`src/rtl/traffic_light_monitor.sv`:
```
// Passive checker for the two-street traffic light outputs: encoding, conflict,
// sequence and yellow-timing violations. Optional macro TLM_SENSOR_CHECK_EN adds sensor checks.
module traffic_light_monitor #(
   parameter int unsigned YELLOW_CYCLES = 5,
   parameter int unsigned ERR_CNT_W     = 8
) (
   input  logic                 clk,
   input  logic                 reset,
   input  logic [2:0]           la,
   input  logic [2:0]           lb,
   input  logic                 clear,
`ifdef TLM_SENSOR_CHECK_EN
   input  logic                 sa,
   input  logic                 sb,
   output logic                 err_sensor,
`endif
   output logic                 err_illegal,
   output logic                 err_conflict,
   output logic                 err_sequence,
   output logic                 err_timing,
   output logic [ERR_CNT_W-1:0] err_count,
   output logic [15:0]          cycles_done
);

   localparam int unsigned YCW = $clog2(YELLOW_CYCLES + 2);
   localparam logic [ERR_CNT_W-1:0] CNT_MAX = '1;

   typedef enum logic [2:0] {S_INIT, S_GREEN, S_YELLOW, S_RED, S_BAD} state_t;

   function automatic logic is_legal(input logic [2:0] v);
      return (v == 3'b001) || (v == 3'b010) || (v == 3'b100);
   endfunction

   function automatic state_t decode(input logic [2:0] v);
      case (v)
         3'b001:  return S_GREEN;
         3'b010:  return S_YELLOW;
         default: return S_RED;
      endcase
   endfunction

   state_t         r_st [2];
   state_t         w_st_nxt [2];
   logic [YCW-1:0] r_ycnt [2];
   logic [YCW-1:0] w_ycnt_nxt [2];
   logic [2:0]     w_lt [2];
   logic [1:0]     w_ill, w_seq, w_tim, w_sens;
   logic           w_conf, w_viol, w_a_viol, w_a_rg, w_a_yr;
   logic           r_round;

   assign w_lt[0] = la;
   assign w_lt[1] = lb;

   // Per-street phase tracking and yellow length measurement
   always_comb begin
      for (int s = 0; s < 2; s++) begin
         w_st_nxt[s]   = r_st[s];
         w_ycnt_nxt[s] = r_ycnt[s];
         w_ill[s]      = 1'b0;
         w_seq[s]      = 1'b0;
         w_tim[s]      = 1'b0;
         if (!is_legal(w_lt[s])) begin
            w_ill[s]    = 1'b1;
            w_st_nxt[s] = S_BAD;
         end else begin
            w_st_nxt[s] = decode(w_lt[s]);
            if ((r_st[s] == S_GREEN || r_st[s] == S_YELLOW || r_st[s] == S_RED) &&
                (w_st_nxt[s] != r_st[s]) &&
                !((r_st[s] == S_GREEN  && w_st_nxt[s] == S_YELLOW) ||
                  (r_st[s] == S_YELLOW && w_st_nxt[s] == S_RED)    ||
                  (r_st[s] == S_RED    && w_st_nxt[s] == S_GREEN)))
               w_seq[s] = 1'b1;
         end
         if (w_st_nxt[s] == S_YELLOW) begin
            if (r_st[s] != S_YELLOW)
               w_ycnt_nxt[s] = YCW'(1);
            else if (r_ycnt[s] != YCW'(YELLOW_CYCLES + 1))
               w_ycnt_nxt[s] = r_ycnt[s] + YCW'(1);
            // Overrun flags once: the counter saturates one past the limit
            if (r_st[s] == S_YELLOW && r_ycnt[s] == YCW'(YELLOW_CYCLES))
               w_tim[s] = 1'b1;
         end else begin
            w_ycnt_nxt[s] = '0;
            if (r_st[s] == S_YELLOW && r_ycnt[s] < YCW'(YELLOW_CYCLES))
               w_tim[s] = 1'b1;
         end
      end
   end

`ifdef TLM_SENSOR_CHECK_EN
   logic [1:0] r_sprev;
   always_comb begin
      w_sens = '0;
      for (int s = 0; s < 2; s++)
         w_sens[s] = (r_st[s] == S_GREEN) && (w_st_nxt[s] == S_YELLOW) && r_sprev[s];
   end
   always_ff @(posedge clk or negedge reset) begin
      if (!reset) begin
         r_sprev    <= '0;
         err_sensor <= 1'b0;
      end else begin
         r_sprev    <= {sb, sa};
         err_sensor <= (err_sensor & ~clear) | (|w_sens);
      end
   end
`else
   assign w_sens = '0;
`endif

   assign w_conf   = (la != 3'b100) && (lb != 3'b100);
   assign w_a_viol = w_ill[0] | w_seq[0] | w_tim[0] | w_sens[0];
   assign w_viol   = (|w_ill) | (|w_seq) | (|w_tim) | (|w_sens) | w_conf;
   assign w_a_rg   = (r_st[0] == S_RED)    && (w_st_nxt[0] == S_GREEN);
   assign w_a_yr   = (r_st[0] == S_YELLOW) && (w_st_nxt[0] == S_RED);

   // State, sticky flags, counters
   always_ff @(posedge clk or negedge reset) begin
      if (!reset) begin
         for (int s = 0; s < 2; s++) begin
            r_st[s]   <= S_INIT;
            r_ycnt[s] <= '0;
         end
         r_round      <= 1'b0;
         err_illegal  <= 1'b0;
         err_conflict <= 1'b0;
         err_sequence <= 1'b0;
         err_timing   <= 1'b0;
         err_count    <= '0;
         cycles_done  <= '0;
      end else begin
         for (int s = 0; s < 2; s++) begin
            r_st[s]   <= w_st_nxt[s];
            r_ycnt[s] <= w_ycnt_nxt[s];
         end
         err_illegal  <= (err_illegal  & ~clear) | (|w_ill);
         err_conflict <= (err_conflict & ~clear) | w_conf;
         err_sequence <= (err_sequence & ~clear) | (|w_seq);
         err_timing   <= (err_timing   & ~clear) | (|w_tim);
         if (w_viol) begin
            if (clear)
               err_count <= ERR_CNT_W'(1);
            else if (err_count != CNT_MAX)
               err_count <= err_count + ERR_CNT_W'(1);
         end else if (clear) begin
            err_count <= '0;
         end
         // A round counts only if green was entered from red and A stayed clean
         if (w_a_yr && r_round && !w_a_viol)
            cycles_done <= cycles_done + 16'd1;
         if (w_a_rg)
            r_round <= 1'b1;
         else if (w_a_viol || w_a_yr)
            r_round <= 1'b0;
      end
   end

endmodule

```
`config.mk`:
```
export PLATFORM = sky130hd
export DESIGN_NAME = traffic_light_monitor
export DESIGN_NICKNAME = d
export VERILOG_FILES = /design/src/rtl/traffic_light_monitor.sv
export SDC_FILE = /design/constraint.sdc
export NUM_CORES = 1
export LEC_CHECK = 0
export CORE_ASPECT_RATIO = 2
export CORE_MARGIN = 8
export CORE_UTILIZATION = 54
export CTS_CLUSTER_SIZE = 40
export DETAILED_ROUTE_END_ITERATION = 8
export PLACE_DENSITY_LB_ADDON = 0.05
export SKIP_CTS_REPAIR_TIMING = 1
export SLEW_MARGIN = 30
export SYNTH_ARGS = -nofsm -noshare
export SYNTH_HDL_FRONTEND = slang
export SYNTH_SLANG_ARGS = --single-unit
```
`constraint.sdc`:
```
create_clock -name clk -period 2.82 [get_ports clk]
set_input_delay 0.423 -clock clk [delete_from_list [all_inputs] [get_ports clk]]
set_output_delay 0.423 -clock clk [all_outputs]
set_load 0.01 [all_outputs]
```
==> impl_summary.txt <==
----------------------------------------------------
[Power and ir drop]
  Maximum VDD drop ... 0.445 mV
  Areal power density over the cells ... 359 nW/um^2
  Leak ... 1.47 nW

[Synth]
  Asr flop ratio synth ... 1.00
  Most used flip-flop cell after synthesis ... sky130_fd_sc_hd__dfrtp_1
  Part of the Yosys area used for sequential elements ... 0.434
  Mean Syn Cell Area ... 10.1 sq um
  Mux contribution to synthesized area ... 0.0111
  Mapped Area ... between 2000 and 2500 sq um
  Xor/xnor share of the synthesized area ... 0.0630
  Complex-gate fraction of the synthesized area ... 0.119
  Synth warnings ... 0
  Post-synth EDFFs ... 0
  Flops & latches, synth ... 41
  Number of distinct library cells after synthesis ... 47
  Adder-cell share of the synthesized area ... 0.0900
  Syn Inst Count ... 234
  Dominant combinational cell family by area after synthesis ... simple AND/OR/NAND/NOR gates
  Post-synthesis simple-gate area fraction ... 0.247
  Nets in the synthesized netlist ... 260

[Critical path]
  Cell Chain, Critical Path ... clkdlybuf4s50_1 > buf_4 > nor2_2 > nand2_2 > ha_4 > nor3b_1 > o21bai_1 > a221oi_2 > or4_4 > and3_4 > mux2_4
  CP max stage cell ... sky130_fd_sc_hd__or4_4
  Worst Path Class, Setup ... input pin to flip-flop
  Worst Path Required ... 3.00 ns
  Crit path DAT ... 2.93 ns
  Element type at the critical path end ... flip-flop
  Crit path max fanout ... 6
  Startpoint Class ... input pin
  Slowest cell delay on critical path ... 0.57 ns

[Clocking]
  Maximum level of the CTS H-tree ... 2
  Root Driver ... sky130_fd_sc_hd__clkbuf_8
  Number of buffers added by the clock tree synthesis step ... 5
  Clock slew at the register clock pins of the worst setup and hold paths ... 0.08 ns
  Clock sink count ... 41
  Worst-case clock buffer depth ... 2
  Clock tree from TritonCTS ... built
  Insertion delay of the later-clocked pin in the worst-skew pair ... a little under 0.3 ns

[Place]
  Total placed cells including tap cells ... approximately 350
  Placed standard-cell area ... around 3000 sq um
  Port Buf Inserts ... 36
  RD Place Congestion ... 0.843
  Hpwl dp ... 3880 um

[Floorplanning]
  Chip Height ... between 100 and 150 um
  Number of placed I/O pins ... 37
  Area of the die ... 6880 sq um
  Number of core rows ... 34
  Initial standard-cell utilization of the core ... 0.550
  Die boundary width ... 62.8 um
  Floorplan core area ... 4300 sq um

[GRT]
  Antenna violations before repair ... 0
  First-pass GRT wire length ... ~8600 um
  GR Util All Layers ... 0.151
  Vias in the first global route ... 2033
  Global-route congestion overflow total ... 0
  Largest net degree at the start of global routing ... 42

[Outcome]
  Result of the run ... complete, no violations

[STA]
  Final setup violation count ... 0
  Unrepaired setup endpoints after global routing ... true
  Final min period ... 2.76 ns
  Max transition margin ... 0.658
  Hold violation total from the final report ... 0
  Max Clock Skew ... about 0.0077 ns
  Number of max-slew violations in the final report ... 0
  Fmax ... between 300 and 400 MHz
  Fin crit share ... 0.978
  Pin slew with the least headroom to its limit ... 0.513 ns

[Final layout]
  Post-Layout Cell Count ... roughly 360
  Area taken by flip-flops and latches ... 1030 sq um
  Total non-filler cell area in the finished layout ... 3220 sq um
  Most common library cell in the layout ignoring fill and taps ... sky130_fd_sc_hd__dfrtp_1
  Number of antenna diodes ... 0
  P&R area growth vs syn ... 36.3%
  Share of layout cells above drive strength 1 ... 0.258
  Filler cell count ... 320
  Net count, final ... about 340
  Highest-count cells in the layout ignoring fill and taps ... 41 x sky130_fd_sc_hd__dfrtp_1, 35 x sky130_fd_sc_hd__buf_4, 32 x sky130_fd_sc_hd__clkdlybuf4s50_1, 24 x sky130_fd_sc_hd__nand2_1
  Combined area of the multi-input logic cells ... between 1000 and 1500 sq um

[Drt]
  Wire length on met3 ... 177 um
  Sum of routed wire length over all layers ... 5330 um
  DR vias/cell ... between 5 and 6
  Via total after detailed routing ... 2000
  Uppermost signal routing layer after detailed routing ... met4
  Post-Route M1 WL ... 2040 um
  Detailed-router iteration count before antenna repair ... 4
  Wire length per cell ... roughly 15 um
  Final ANT Viol Nets ... 0
  DR DRC count ... 0
  Sum of met2 wire segment lengths after detailed routing ... around 3000 um
  Count of routing violations after the opening detailed-route iteration ... 57

[Worst hold path]
  Path category of the worst min-delay check ... input pin to asynchronous set/reset pin

[Flow run]
  Number of max-capacitance violations reported ... 0

----------------------------------------------------
## layout make-up
class	count	share of cell area
multi-input combinational	175	0.421
timing repair buffer	71	0.196
clock inverter	2	0.00311
inverter	15	0.0175
tap	54	0.0210
sequential	41	0.319
clock buffer	6	0.0225
## power breakdown
| part | total, mW | internal (mW) | switching, mW |
|---|---|---|---|
| clock network | 0.370 | 0.172 | 0.199 |
| logic | 0.160 | 0.0845 | 0.0758 |
| registers | 0.626 | 0.604 | 0.0215 |
| total | 1.16 | 0.861 | 0.296 |
## routing by layer
metal | up-vias | GRT usage
met3 | 8 | 0.0388
met2 | 38 | 0.296
met4 | 0 | 0.0722
met1 | 975 | 0.142
met5 | - | 0
li1 | 979 | -
## state kept, by name, summed over array words and instances, names as in the netlist
signal,count
r_round,1
err_conflict,1
r_st,6
err_count,8
cycles_done,16
r_ycnt,6
err_illegal,1
err_timing,1
err_sequence,1
## critical path: cells and delay by family
family / cells / cell delay (ns)
AND/OR/NAND/NOR: 5 / 0.99
buffers and inverters: 2 / 0.58
adder cells (fa/ha/maj): 1 / 0.28
AO/OA/AOI/OAI: 2 / 0.38
multiplexers: 1 / 0.28
## path summary, 6_finish.rpt
| check | from | to | slack, ns | cells after the start |
|---|---|---|---|---|
| min reg2reg | cycles_done[15] | cycles_done[15] | 0.49 | 1 |
| max reg2reg | r_ycnt[3] | err_count[5] | 0.58 | 7 |
| min | reset | cycles_done[4] | 0.10 | 1 |
| min in group clk | cycles_done[15] | cycles_done[15] | 0.49 | 1 |
| max in group asynchronous | reset | r_ycnt[0] | 2.35 | 1 |
| max | la[0] | err_count[5] | 0.06 | 11 |
## cells by family (layout without fill, tap and decap cells)
logic type / Yosys count / count (layout)
DFF: 41 / 41
adders and majority gates: 17 / 17
muxes: 2 / 2
and+or+nand+nor: 97 / 97
xor gates and xnor gates: 17 / 17
buffers and inverters: 18 / 94
AOI/OAI and AO/OA: 42 / 42
## cell usage after synthesis (2+ instances only)
| cell type | instances | area (sq um) |
|---|---|---|
| sky130_fd_sc_hd__a211oi_1 | 3 | 22.5 |
| sky130_fd_sc_hd__nor2b_1 | 5 | 31.3 |
| sky130_fd_sc_hd__or3b_1 | 2 | 17.5 |
| sky130_fd_sc_hd__nor4_1 | 2 | 12.5 |
| sky130_fd_sc_hd__a22o_1 | 2 | 17.5 |
| sky130_fd_sc_hd__nor3_1 | 7 | 35.0 |
| sky130_fd_sc_hd__nor3b_1 | 7 | 52.6 |
| sky130_fd_sc_hd__a21oi_1 | 6 | 30.0 |
| sky130_fd_sc_hd__xor2_1 | 10 | 87.6 |
| sky130_fd_sc_hd__ha_1 | 17 | 213 |
| sky130_fd_sc_hd__a21o_1 | 2 | 15.0 |
| sky130_fd_sc_hd__and3_1 | 3 | 18.8 |
| sky130_fd_sc_hd__a31oi_1 | 2 | 12.5 |
| sky130_fd_sc_hd__xnor2_1 | 7 | 61.3 |
| sky130_fd_sc_hd__nor2_1 | 14 | 52.6 |
| sky130_fd_sc_hd__a311oi_1 | 2 | 17.5 |
| sky130_fd_sc_hd__nand3_1 | 5 | 25.0 |
| sky130_fd_sc_hd__and2_1 | 4 | 25.0 |
| sky130_fd_sc_hd__inv_1 | 15 | 56.3 |
| sky130_fd_sc_hd__nand2_1 | 26 | 97.6 |
| sky130_fd_sc_hd__a21boi_0 | 2 | 15.0 |
| sky130_fd_sc_hd__buf_6 | 2 | 22.5 |
| sky130_fd_sc_hd__nand4_1 | 4 | 25.0 |
| sky130_fd_sc_hd__nor3_2 | 7 | 70.1 |
| sky130_fd_sc_hd__o21a_1 | 2 | 15.0 |
| sky130_fd_sc_hd__dfrtp_1 | 41 | 1030 |
| sky130_fd_sc_hd__o21bai_1 | 3 | 22.5 |
| sky130_fd_sc_hd__o21ai_0 | 12 | 60.1 |
| sky130_fd_sc_hd__nor3b_2 | 2 | 25.0 |
## stage by stage
step           total power [mW]  setup WS (ns)  utilization  setup TNS (ns)  hold WS, ns
3_5_place_dp              0.780         -0.521        0.691           -7.76        0.468
5_1_grt                    1.21        -0.0194        0.749         -0.0194        0.145
3_3_place_gp              0.777         -0.477        0.691           -6.87        0.459
6_report                   1.16         0.0633        0.749               0        0.102
2_1_floorplan             0.694         0.0270            -               0        0.127
4_1_cts                    1.15         -0.219        0.710           -1.28        0.291
Note: power is estimated with default switching activity, not from simulation.
==> RTL change 1 (same settings) <==
Change the parameter `YELLOW_CYCLES` from 5 to 10.
--- a/src/rtl/traffic_light_monitor.sv
+++ b/src/rtl/traffic_light_monitor.sv
@@ -1,7 +1,7 @@
 // Passive checker for the two-street traffic light outputs: encoding, conflict,
 // sequence and yellow-timing violations. Optional macro TLM_SENSOR_CHECK_EN adds sensor checks.
 module traffic_light_monitor #(
-   parameter int unsigned YELLOW_CYCLES = 5,
+   parameter int unsigned YELLOW_CYCLES = 10,
    parameter int unsigned ERR_CNT_W     = 8
 ) (
    input  logic                 clk,
Behaviour: not the same (Yosys sat finds a counterexample within 10 cycles, from zero or initial values and one cycle with reset low).
==> RTL change 1 against the unedited design <==
  * Area after synthesis is 1.3% higher
  * Fmax is 4.9% higher
  * Sequential cell count is 2 higher
  * Setup slack better by 0.13 ns
  * Clock skew is 0.00084 ns higher
  * Cell area is 1.1% lower
  * Global-route usage is 1.1 points higher
  * Synthesized cell count is 2.1% lower
  * Total power is 8.4% higher
  * Wire length is 4.0% higher
  * Critical path type unchanged
  * Critical endpoint is now err_count[4]
  * Largest power group unchanged
==> RTL change 1: results (changes against the unedited design) <==
The total number of multi-input combinational cells came out at 168 (-4.0%). The worst-case hold slack is 0.109 ns (+0.00718 ns). The number of buffers on the longest clock path is 2 (unchanged).

The share of cell area taken by multi-input logic gates came out at 0.412 (-0.00896). Clock-pin slew was measured on the worst setup and hold paths at 0.09 ns. The root buffer cell chosen for the clock tree is clkbuf_8. The cell at the slowest stage of the critical path is or4b_4.

The via count of the first global-routing pass is 2053 (+0.98%). The buffer share of cell area was 0.188 (-0.00838). The family with the most delay on the worst path is simple AND/OR/NAND/NOR gates. The transition time at the pin with the least slew margin came out at 0.553 ns (+0.0399 ns). The standby leakage power was 1.44 nW (-2.4%). The number of fillers in the final layout came to 329 (+2.8%). The global-route wire length before repair came out at 9110 um (+6.4%). The worst setup skew after layout came out at 0.00858 ns (+0.000839 ns). The number of antenna violations at the first check in global routing is 0 (unchanged). The sequential cell count is 43 (+4.9%). The highest fanout seen on the critical path is 3 (-3). The flow ran to the end, and the final reports show no timing, DRC or antenna violations. The detailed-placement wirelength estimate is 4120 um (+6.3%).

The count of warnings emitted by yosys came out at 0 (unchanged). The fraction of final layout cells with drive strength greater than 1 came to 0.220 (-0.0385). The net count after synthesis came to 253 (-2.7%). The worst IR drop on VDD came out at 0.360 mV (-19%). The clock insertion delay at the later pin of the skew report is 0.30 ns.

The number of non-clock buffers in the layout is 66 (-7.0%). The number of inverters outside the clock class in the layout came out at 11 (-4). Following the worst setup path forward leads to its endpoint at err_count[4].

Ranked by instance count, the synthesized netlist is headed by dfrtp_1, nor2_1, xnor2_1. The number of design-rule violations left by the first detailed-router iteration is 58 (+1.8%). The sequential fraction of the synthesis area was 0.450 (+0.0152).

The global routing usage summed across all routing layers is 0.162 (+0.0109). In this run the worst hold path is classified as primary input to asynchronous set/reset pin. The net total in the final layout came out at 319 (-4.8%). The worst register-to-register path begins at r_st[5]. The weighted congestion at the end of routability-driven global placement came out at 0.850 (+0.81%). The pin count of the biggest net entering global routing was 44 (+4.8%). The cell depth of the worst flop-to-flop path was 7 (unchanged). The post-place setup slack is -0.521 ns (+0.000851 ns). The total instance count after detailed placement came out at 337 (-3.4%).

The clock tree buffer count of the final layout is 5 (-1). The distinct cell type count after synthesis was 52 (+11%). The mean post-synth cell area was 10.5 um^2 (+3.5%). The arrival time of the worst setup path is 2.86 ns (-0.07 ns). Sorting the synthesized cells by area gives the leading types as dfrtp_1, ha_1, xnor2_1. The register cell area after layout is 1080 um^2 (+4.9%). The largest registers in the layout are cycles_done: 16 flops, err_count: 8 flops, r_ycnt: 8 flops. The cell area power density came out at 394 nW/um^2 (+9.7%). The endpoint identified for the worst register-to-register timing path is cycles_done[8].

The register-to-register path setup slack is 0.49 ns (-0.09 ns). The detailed-route wire length per cell is 15.8 um (+8.2%). The largest stage delay on the critical path is 0.53 ns (-0.04 ns). The standard cell area after detailed placement came out at 2960 um^2 (-0.25%). The clock network area share came to 0.0279 (+0.00226). The total routed wirelength is 5550 um (+4.0%). The via-per-instance ratio is 5.66 (+3.0%). The highest clock rate came out at 380 MHz (+4.9%). The number of optimization iterations in the first detailed-route pass came out at 4 (unchanged).
## RTL change 1: cell types whose count changed in the layout (fill, tap and decap cells not counted), moves of 6 or more
cell,delta
xnor2_1,+9
nand3_1,+8
and3_1,+6
nand2_1,-15
nor3_2,-6
nor2_1,+8
xor2_1,-6
## RTL change 1: metal layers
metal | wire, um | vias to the layer above | global-route usage | part of all wire
met5 | 0 | - | 0 | 0
met4 | 108 | 0 | 0.0739 | 0.019
met3 | 208 | 11 | 0.0364 | 0.037
met2 | 3240 | 40 | 0.336 | 0.58
met1 | 1990 | 977 | 0.140 | 0.36
li1 | - | 953 | - | -
## RTL change 1: logic make-up after synthesis
group,share of synthesized area
buf+inv,0.0350
xor+xnor,0.0732
simple gates,0.216
fa+ha+maj,0.0784
flops,0.450
mux,0.0214
compound gates,0.127
## RTL change 1: where the power goes
part / total [mW] / switching [mW] / internal, mW
clock: 0.396 / 0.223 / 0.173
sequential: 0.665 / 0.0269 / 0.638
combinational: 0.194 / 0.0921 / 0.101
==> RTL change 2 (config.mk and constraints unchanged) <==
Made on the original files. Register the inputs `la` and `lb` before use. The logic sees them one clock later. The other inputs are not delayed to match.
--- a/src/rtl/traffic_light_monitor.sv
+++ b/src/rtl/traffic_light_monitor.sv
@@ -27,6 +27,14 @@
 
    typedef enum logic [2:0] {S_INIT, S_GREEN, S_YELLOW, S_RED, S_BAD} state_t;
 
+   logic [2:0] la_q;
+   logic [2:0] lb_q;
+
+   always_ff @(posedge clk) begin
+      la_q <= la;
+      lb_q <= lb;
+   end
+
    function automatic logic is_legal(input logic [2:0] v);
       return (v == 3'b001) || (v == 3'b010) || (v == 3'b100);
    endfunction
@@ -48,8 +56,8 @@
    logic           w_conf, w_viol, w_a_viol, w_a_rg, w_a_yr;
    logic           r_round;
 
-   assign w_lt[0] = la;
-   assign w_lt[1] = lb;
+   assign w_lt[0] = la_q;
+   assign w_lt[1] = lb_q;
 
    // Per-street phase tracking and yellow length measurement
    always_comb begin
@@ -107,7 +115,7 @@
    assign w_sens = '0;
 `endif
 
-   assign w_conf   = (la != 3'b100) && (lb != 3'b100);
+   assign w_conf   = (la_q != 3'b100) && (lb_q != 3'b100);
    assign w_a_viol = w_ill[0] | w_seq[0] | w_tim[0] | w_sens[0];
    assign w_viol   = (|w_ill) | (|w_seq) | (|w_tim) | (|w_sens) | w_conf;
    assign w_a_rg   = (r_st[0] == S_RED)    && (w_st_nxt[0] == S_GREEN);
Behaviour: not the same (a bounded check fails within 4 cycles, from zero or initial values and one cycle with reset low).
==> RTL change 2 against the unedited design <==
  * Wire length shrank 5.0%
  * Critical path depth shrank 4
  * Cell area shrank 6.8%
  * Area after synthesis grew 5.2%
  * Sequential cell count grew 6
  * Total power grew 9.9%
  * Setup slack gained 0.34 ns
  * Final cell count shrank 6.6%
  * Largest cell class unchanged
==> RTL change 2: results (changes against the unedited design) <==
The detailed-route wire length per cell came to 14.9 um (+1.8%). The global routing usage summed across all routing layers is 0.147 (-0.00469). The worst-case hold slack came out at 0.0943 ns (-0.00766 ns).

The mean post-synth cell area came out at 10.2 um^2 (+1.3%). The register-to-register path setup slack was 0.40 ns (-0.18 ns). The detailed-placement wirelength estimate was 3740 um (-3.4%). The net total in the final layout is 310 (-7.5%). The distinct cell type count after synthesis came out at 55 (+17%). The worst setup skew after layout came to 0.00920 ns (+0.00146 ns). The largest stage delay on the critical path came to 0.48 ns (-0.09 ns). The total routed wirelength is 5070 um (-5.0%). The total instance count after detailed placement was 332 (-4.9%). The sum of met3 wire segment lengths after detailed routing came out at 234 um (+32%). The sequential fraction of the synthesis area came out at 0.461 (+0.0269). The met2 layer wire length in the routed design is 2470 um (-18%). Among all stages on the critical path, the largest delay is contributed by or3_1. The worst register-to-register path begins at lb_q[1]. In the synthesized netlist, the cells that appear most often are dfrtp_1, nand2_1, nor2_1.

By area the synthesized netlist is led by dfrtp_1, ha_1, dfxtp_1. The standard cell area after detailed placement came to 2900 um^2 (-2.2%). The routed length on met1 is 2310 um (+13%). The highest fanout seen on the critical path was 7 (+1). The number of design-rule violations left by the first detailed-router iteration is 92 (+61%). The weighted congestion at the end of routability-driven global placement is 0.809 (-4.0%). The arrival time of the worst setup path is 2.64 ns (-0.29 ns). The worst IR drop on VDD came out at 0.412 mV (-7.3%).

The flow ran to the end, and the final reports show no timing, DRC or antenna violations. The standby leakage power came to 1.35 nW (-8.1%). The fraction of synthesis flops using an asynchronous set or reset pin came out at 0.872 (-0.128). The total via count after detailed routing was 1886 (-5.7%). The global-route wire length before repair is 8710 um (+1.6%).

The post-place setup slack is 0.293 ns (+0.815 ns). The max-slew headroom at the worst pin came out at 0.568 (-0.0904). The register name with the most flops is cycles_done.
RTL change 2: cells by family after synthesis:
kind of cell	Yosys count	share of synthesized area
xor+xnor	18	0.0634
mux	4	0.0166
compound gates	45	0.152
buf+inv	20	0.0312
fa+ha+maj	17	0.0856
simple gates	92	0.190
flops	47	0.461
RTL change 2: final cells by class:
type                    count  area [um^2]
multi-input cells         176         1270
inverters                  17         63.8
flip-flops and latches     47         1150
well taps                  55         68.8
repair buffers             37          365
clock buffers               7         86.3
fillers                   380         1510
clock inverters             1         5.00
RTL change 2: worst max path at each step:
stage / end / slack (ns) / cells after the start
floorplan: err_count[6] / 0.51 / 9
global placement: err_count[6] / 0.36 / 8
detailed placement: cycles_done[15] / 0.29 / 9
CTS: cycles_done[15] / 0.27 / 9
global route: cycles_done[15] / 0.13 / 9
finish: err_count[6] / 0.40 / 7
RTL change 2: layer usage:
metal	vias up	track usage
met3	5	0.0402
met5	-	0
met4	0	0.0540
li1	935	-
met2	36	0.232
met1	910	0.184
RTL change 2: power by group:
group | leakage, nW | switching [mW] | internal [mW]
clock network | 0.0482 | 0.208 | 0.198
logic | 0.707 | 0.0744 | 0.0681
registers | 0.598 | 0.0259 | 0.696
RTL change 2: worst max-delay path: cells and delay by family, from the launching register on:
| kind | cells | cell delay, ns |
|---|---|---|
| flip-flops | 1 | 0.37 |
| AO/OA/AOI/OAI | 4 | 0.84 |
| AND/OR/NAND/NOR | 2 | 0.82 |
| adder cells (fa/ha/maj) | 1 | 0.31 |
